[src/rtl/rv32i_lsu.sv]
// rv32i_lsu: RV32I load/store unit between the execute stage and a registered-read data RAM.
// Define MISALIGN_TRAP_EN to fault misaligned half/word accesses instead of dropping the low address bits.
module rv32i_lsu #(
    parameter int ADDR_BITS = 30
) (
    input  logic                 clk,
    input  logic                 reset_n,
    input  logic                 req_valid,
    output logic                 req_ready,
    input  logic                 req_we,
    input  logic [1:0]           req_width,
    input  logic                 req_sign,
    input  logic [31:0]          req_addr,
    input  logic [31:0]          req_wdata,
    input  logic [4:0]           req_rd,
    output logic [ADDR_BITS-1:0] d_addr,
    output logic                 d_we,
    output logic [3:0]           d_be,
    output logic [31:0]          d_wdata,
    input  logic [31:0]          d_rdata,
    output logic                 wb_valid,
    output logic [4:0]           wb_rd,
    output logic [31:0]          wb_data,
    output logic                 fault
);

`ifdef MISALIGN_TRAP_EN
    localparam bit TRAP_EN = 1'b1;
`else
    localparam bit TRAP_EN = 1'b0;
`endif

    typedef enum logic [1:0] {IDLE, ISSUE, WAIT, FAULT} state_e;

    function automatic logic [3:0] byte_en(input logic [1:0] width, input logic [1:0] lo);
        case (width)
            2'b00:   byte_en = 4'b0001 << lo;
            2'b01:   byte_en = lo[1] ? 4'b1100 : 4'b0011;
            default: byte_en = 4'b1111;
        endcase
    endfunction

    function automatic logic [31:0] store_lanes(input logic [1:0] width, input logic [31:0] wdata);
        case (width)
            2'b00:   store_lanes = {4{wdata[7:0]}};
            2'b01:   store_lanes = {2{wdata[15:0]}};
            default: store_lanes = wdata;
        endcase
    endfunction

    function automatic logic [31:0] load_align(input logic [31:0] rdata, input logic [1:0] width,
                                               input logic [1:0] lo, input logic sgn);
        logic [7:0]  b;
        logic [15:0] h;
        b = rdata[{lo, 3'b000} +: 8];
        h = lo[1] ? rdata[31:16] : rdata[15:0];
        case (width)
            2'b00:   load_align = {{24{sgn & b[7]}}, b};
            2'b01:   load_align = {{16{sgn & h[15]}}, h};
            default: load_align = rdata;
        endcase
    endfunction

    function automatic logic misaligned(input logic [1:0] width, input logic [1:0] lo);
        case (width)
            2'b00:   misaligned = 1'b0;
            2'b01:   misaligned = lo[0];
            default: misaligned = |lo;
        endcase
    endfunction

    state_e                state_q;
    logic                  we_q;
    logic                  sign_q;
    logic [1:0]            width_q;
    logic [1:0]            lo_q;
    logic [4:0]            rd_q;
    logic [ADDR_BITS-1:0]  d_addr_q;
    logic                  d_we_q;
    logic [3:0]            d_be_q;
    logic [31:0]           d_wdata_q;
    logic                  wb_valid_q;
    logic [4:0]            wb_rd_q;
    logic [31:0]           wb_data_q;
    logic                  fault_q;

    logic [3:0]            be_d;
    logic [31:0]           wdata_d;
    logic [31:0]           wb_data_d;
    logic                  trap_d;

    always_comb begin
        be_d      = byte_en(req_width, req_addr[1:0]);
        wdata_d   = store_lanes(req_width, req_wdata);
        wb_data_d = load_align(d_rdata, width_q, lo_q, sign_q);
        trap_d    = TRAP_EN && misaligned(req_width, req_addr[1:0]);
    end

    // RAM strobes live only in ISSUE; wb_valid and fault are one-cycle pulses by default-clearing.
    always_ff @(posedge clk or negedge reset_n) begin
        if (!reset_n) begin
            state_q    <= IDLE;
            we_q       <= 1'b0;
            sign_q     <= 1'b0;
            width_q    <= 2'b00;
            lo_q       <= 2'b00;
            rd_q       <= 5'd0;
            d_addr_q   <= '0;
            d_we_q     <= 1'b0;
            d_be_q     <= 4'b0000;
            d_wdata_q  <= 32'd0;
            wb_valid_q <= 1'b0;
            wb_rd_q    <= 5'd0;
            wb_data_q  <= 32'd0;
            fault_q    <= 1'b0;
        end else begin
            wb_valid_q <= 1'b0;
            fault_q    <= 1'b0;
            case (state_q)
                IDLE: begin
                    if (req_valid) begin
                        we_q    <= req_we;
                        sign_q  <= req_sign;
                        width_q <= req_width;
                        lo_q    <= req_addr[1:0];
                        rd_q    <= req_rd;
                        if (trap_d) begin
                            state_q <= FAULT;
                            fault_q <= 1'b1;
                        end else begin
                            state_q   <= ISSUE;
                            d_addr_q  <= req_addr[ADDR_BITS+1:2];
                            d_we_q    <= req_we;
                            d_be_q    <= be_d;
                            d_wdata_q <= wdata_d;
                        end
                    end
                end
                ISSUE: begin
                    d_we_q  <= 1'b0;
                    d_be_q  <= 4'b0000;
                    state_q <= we_q ? IDLE : WAIT;
                end
                WAIT: begin
                    wb_valid_q <= 1'b1;
                    wb_data_q  <= wb_data_d;
                    wb_rd_q    <= rd_q;
                    state_q    <= IDLE;
                end
                default: state_q <= IDLE;
            endcase
        end
    end

    // Gate ready with reset so every output reads 0 while reset_n is held low.
    assign req_ready = reset_n && (state_q == IDLE);
    assign d_addr    = d_addr_q;
    assign d_we      = d_we_q;
    assign d_be      = d_be_q;
    assign d_wdata   = d_wdata_q;
    assign wb_valid  = wb_valid_q;
    assign wb_rd     = wb_rd_q;
    assign wb_data   = wb_data_q;
    assign fault     = TRAP_EN ? fault_q : 1'b0;

endmodule

[config.mk]
export PLATFORM = sky130hd
export DESIGN_NAME = rv32i_lsu
export DESIGN_NICKNAME = d
export VERILOG_FILES = /design/src/rtl/rv32i_lsu.sv
export SDC_FILE = /design/constraint.sdc
export NUM_CORES = 1
export LEC_CHECK = 0
export ABC_CLOCK_PERIOD_IN_PS = 2000
export BUFFER_PORTS_ARGS = -buffer_cell sky130_fd_sc_hd__buf_2
export CORE_ASPECT_RATIO = 1.4
export CORE_UTILIZATION = 45
export CTS_BUF_LIST = sky130_fd_sc_hd__clkbuf_8
export DETAILED_ROUTE_END_ITERATION = 8
export PLACE_DENSITY = 0.73
export RECOVER_POWER = 100
export SLEW_MARGIN = 20
export SYNTH_ARGS = -nofsm -noshare
export SYNTH_HDL_FRONTEND = slang
export SYNTH_SLANG_ARGS = --single-unit
export TNS_END_PERCENT = 30
[constraint.sdc]
create_clock -name clk -period 2 [get_ports clk]
set_input_delay 0.1 -clock clk [delete_from_list [all_inputs] [get_ports clk]]
set_output_delay 0.1 -clock clk [all_outputs]
set_load 0.03 [all_outputs]
== Word level (Yosys, flattened, before mapping) ==
Index checks and enable logic that the tools add are counted.
W data, S select, Z words.
Storage, ports and cells
  output and inout port bits: 107
  register bits after elaboration: 118
  input bits: 108
  word-level logic and storage cells: 42
Cells by class
  bitwise logic cells: 2
  eq/ne operators: 5
  reductions and logical operators: 7
  multiplexer cells: 13
  shift operators: 2
Operators by type and width (number)
  $pmux W32 S2: 2
  $shiftx A32 B6 Y8: 1
  $mux W16: 1
  $pmux W4 S2: 2
  $mux W4: 2
  $eq A2 B1 Y1 const B: 3
  $logic_not A2 Y1: 3
  $mux W2: 2
  $pmux W2 S2: 1
  $reduce_and A2 Y1: 2
  $shl A1 B2 Y4 const A: 1
  $and A1 B1 Y1: 2
  $eq A2 B2 Y1 const B: 1
  $mux W1: 2
  $ne A2 B2 Y1 const B: 1
  $pmux W1 S2: 1
  $reduce_bool A2 Y1: 1
  $logic_and A1 B1 Y1: 1

== Logic depth before layout (Yosys ltp) ==
  depth after elaboration: 4
  gate-level depth with buffers: 7
  depth with buffers taken out: 6

== Least setup slack after synthesis ==
No wires, ideal clock.
  path kind: register to register
  start: register lo_q[1]
  end: register wb_data_q[5] (netlist: wb_data[5])
  data required time: 1.874 ns
  setup time: 0.126 ns
  arrival: 1.307 ns
  clock period less this slack: 1.433 ns
  setup slack: 0.567 ns
  stages on the path, launching flop included: 7
  buffers on the path: 2
  path through: dfrtp_1 > buf_6 > and2b_4 > buf_6 > a32oi_1 > nor2_1 > a221o_1
On the way
  word-level cells in the longest chain between the ends: 2
  elaborated cells on any way between the ends: 3
  those cells by class: 1 x shift; 2 x mux
Ends and longest elaborated chain
  start, declared: RTL line 76  | logic [1:0] lo_q;
  start signal, assigned: RTL line 125  | lo_q <= req_addr[1:0];
  $shiftx A32 B6 Y8 / $mux W16 (equally long branches): RTL line 55, 56
  $pmux W32 S2 (*): RTL line 57  | case (width)
  end signal, assigned: RTL line 146  | wb_data_q <= wb_data_d;
  end, declared: RTL line 84  | logic [31:0] wb_data_q;
Every way passes the cells marked *; elsewhere a longest branch is shown, timed or not.
A chain may end at the register's enable or synchronous reset.

== Worst setup path in the final report ==
  start: register lo_q[1]
  end: register wb_data_q[9] (netlist: wb_data[9])
On the way
  word-level cells in the longest chain between the ends: 3
  elaborated cells on any way between the ends: 4
  those cells by class: 1 x shift; 2 x mux; 1 x bitwise
Ends and longest elaborated chain
  $shiftx A32 B6 Y8: RTL line 55  | b = rdata[{lo, 3'b000} +: 8];
  $and A1 B1 Y1: RTL line 58  | 2'b00: load_align = {{24{sgn & b[7]}}, b};
  $pmux W32 S2 (*): RTL line 57
Marked as above.

==> impl_metrics.env <==
export IMPL_status="complete, no violations"
export IMPL_yosys_area_share_simple_pct=19.95
export IMPL_grt_antenna_before_repair=0
export IMPL_clkTransAtPathRegs_ns=0.07
export IMPL_rsz0062_at_grt="false"
export IMPL_dp_hpwl_mm=11.18
export IMPL_min_period_ns=1.863
export IMPL_clk_latency_ns=0.43
export IMPL_synth_seq_area_share_pct=54.81
export IMPL_cts_repair_resized=0
export IMPL_synthDistinctLibCells=45
export IMPL_core_area_sq_um=11510
export IMPL_grt_first_pass_wirelength_mm=28.35
export IMPL_die_area_sq_um=12420
export IMPL_die_y_um=131.5
export IMPL_overflow=0
export IMPL_slew_headroom_pct=19.95
export IMPL_peakVddDrop_mv=0.7813
export IMPL_start_util_pct=46.80
export IMPL_yosysTopAreaCell="dfrtp_1"
export IMPL_synthAdderAreaFrac_pct=0
export IMPL_finalCritPeriodShare_pct=93.16
export IMPL_hp_class="input pin to flop"
export IMPL_fin_ws_ns=0.1369
export IMPL_cp_start_kind="flop"
export IMPL_portBuffers=213
export IMPL_drcViolationCount=0
export IMPL_worst_ep_arrival_time_ns=2.21
export IMPL_worst_pin_slew_ns=1.201
export IMPL_synth_compound_area_share_pct=14.47
export IMPL_routed_wirelength_mm=17.79
export IMPL_vias_per_cell=5.345
export IMPL_wl_per_cell_um=17.07
export IMPL_crit_required_ns=2.34
export IMPL_synth_area_per_cell_sq_um=9.210
export IMPL_cts_inserted_buffers=17
export IMPL_fin_skew_ns=0.01032
export IMPL_cts_path_max_buffers=2
export IMPL_synthXorXnorAreaFrac_pct=0
export IMPL_final_hold_violation_count=0
export IMPL_setup_tns_ns=0
export IMPL_grt_usage_pct=29.82
export IMPL_ant_nets=0
export IMPL_first_pass_iters=5
export IMPL_dp_slack_ns=0.06930
export IMPL_syn_nets=693
export IMPL_max_freq_mhz=536.7
export IMPL_placementRows=46
export IMPL_cts_tree="yes"
export IMPL_maxCapViolCount=0
export IMPL_worstSetupPathType="flop to flop"
export IMPL_drv_slew=0
export IMPL_synth_area_sq_um=5388
export IMPL_drive_gt1_share_pct=18.26
export IMPL_synth_top_area_share_pct=54.81
export IMPL_first_iter_violations=295
export IMPL_num_nets_final=993
export IMPL_synthMuxAreaShare_pct=6.665
export IMPL_grt_pass1_vias=5928
export IMPL_ys_ff_latch=118
export IMPL_cts_root_buf="clkbuf_8"
export IMPL_clkSinkCount=118
export IMPL_p_leak_nw=3.729
export IMPL_power_mw=10.67
export IMPL_end_kind="flop"
export IMPL_path_max_fanout=13
export IMPL_yosys_warnings=0
export IMPL_synth_area_leaders="dfrtp_1 (55%), nand2_1 (14%), mux2i_1 (5.2%)"
export IMPL_synthCells=585
export IMPL_fillers=937
export IMPL_synth_top_family_by_area="simple AND/OR/NAND/NOR gates"
export IMPL_p_per_area_nw_per_um2=1379
export IMPL_vias=5570
export IMPL_die_w_um=94.48
export IMPL_whs_ns=0.02590
export IMPL_setup_viol=0
export IMPL_gp_congestion=0.9063
export IMPL_ios=215
export IMPL_insertedDiodeCount=0
export IMPL_grt_max_degree=55
export IMPL_area_growth_pct=43.59
export IMPL_htreeDepth=4
## path summary, 6_finish.rpt
kind                                    start          end  slack, ns  cells after the start
worst min-delay path            req_wdata[26]  d_wdata[26]       0.03                      3
max in group asynchronous             reset_n   d_addr[18]       0.38                      3
min in group asynchronous             reset_n   wb_data[6]       0.12                      2
worst min register to register           we_q   state_q[1]       0.45                      1
worst max-delay path                  lo_q[1]   wb_data[9]       0.14                      4
worst max register to register        lo_q[1]   wb_data[9]       0.14                      4
## routing by layer
layer | up-vias | share of wire (%) | global-route usage (%)
li1 | 2568 | - | -
met1 | 2624 | 36 | 30.59
met2 | 298 | 52 | 51.09
met3 | 80 | 7.2 | 9.491
met4 | 0 | 5.6 | 18.94
met5 | - | 0 | 0
## critical path, stage by stage (launching register included)
cell and delay, ns:
dfrtp_1 0.57, or2_0 0.31, o22ai_1 0.33, nand4b_1 0.37, o211ai_1 0.20
## cell usage after synthesis, drive strengths merged
cell type	number
mux2i	28
o22ai	8
nand2b	4
clkbuf	16
a211oi	9
nor2b	1
nor3	2
a2bb2oi	1
o211ai	6
a21o	2
nor3b	2
or2	1
nor4	1
nor2	46
nand2	196
a21oi	50
o21ai	17
nand3b	1
and2b	1
buf	24
a221o	6
nand4b	1
mux2	7
inv	5
conb	1
o32ai	1
o21bai	1
and2	8
dfrtp	118
a22o	7
a22oi	6
clkinv	1
o31ai	1
a32oi	6
## kinds of logic (layout without fill, tap and decap cells)
kind of cell | count (synthesis) | in the layout
simple gates | 264 | 264
compound gates | 121 | 121
flops | 118 | 118
buf+inv | 46 | 359
mux | 35 | 35
other cells | 1 | 1
## area by class of cell
type / instances / area [sq um] / area share (%)
inverters: 6 / 22.52 / 0.2911
flip-flops and latches: 118 / 2953 / 38.17
repair buffers: 321 / 1967 / 25.42
clock buffers: 18 / 247.7 / 3.202
clock inverters: 14 / 152.6 / 1.973
multi-input cells: 421 / 2213 / 28.61
well taps: 144 / 180.2 / 2.329
## timing repair
item	in CTS	in global routing
setup buffers	0	2
hold buffers	94	0
endpoints found under the hold margin	171	0
endpoints found under the setup margin	0	10
## flip-flops by register name (all words and copies together) (netlist names)
| signal | flops |
|---|---|
| d_wdata | 32 |
| wb_data | 32 |
| d_addr | 30 |
| rd_q | 5 |
| wb_rd | 5 |
| d_be | 4 |
| lo_q | 2 |
| state_q | 2 |
| width_q | 2 |
| d_we | 1 |
| sign_q | 1 |
| wb_valid | 1 |
| we_q | 1 |
## per-stage QoR
step	instances	util (%)	area, sq um
2_1_floorplan	585	-	5388
3_3_place_gp	914	56.87	6546
3_5_place_dp	914	56.87	6546
4_1_cts	1040	68.52	7888
5_1_grt	1042	67.21	7736
6_report	1042	67.21	7736
## where the power goes
group          internal (mW)  switching [mW]  leakage [nW]  total, mW
Clock                   1.15            1.04         0.197       2.19
Sequential              3.28           0.615          1.44       3.89
Combinational           1.29            3.29          2.10       4.58
## layout by cell type, fill, tap and decap left out, types with 7 or more instances in the layout
cell           netlist  layout
nor2_1              45      45
buf_4                1       8
clkbuf_8             0      18
o22ai_1              7       8
a21oi_1             50      50
dfrtp_1            118     118
o21ai_0             16      16
nand2_1            196     195
buf_2               15     107
dlygate4sd3_1        0      94
mux2i_1             28      28
a211oi_1             8       8
and2_1               8       8
clkbuf_1            16     106
a22o_1               7       7
Note: power is estimated with default switching activity, not from simulation.
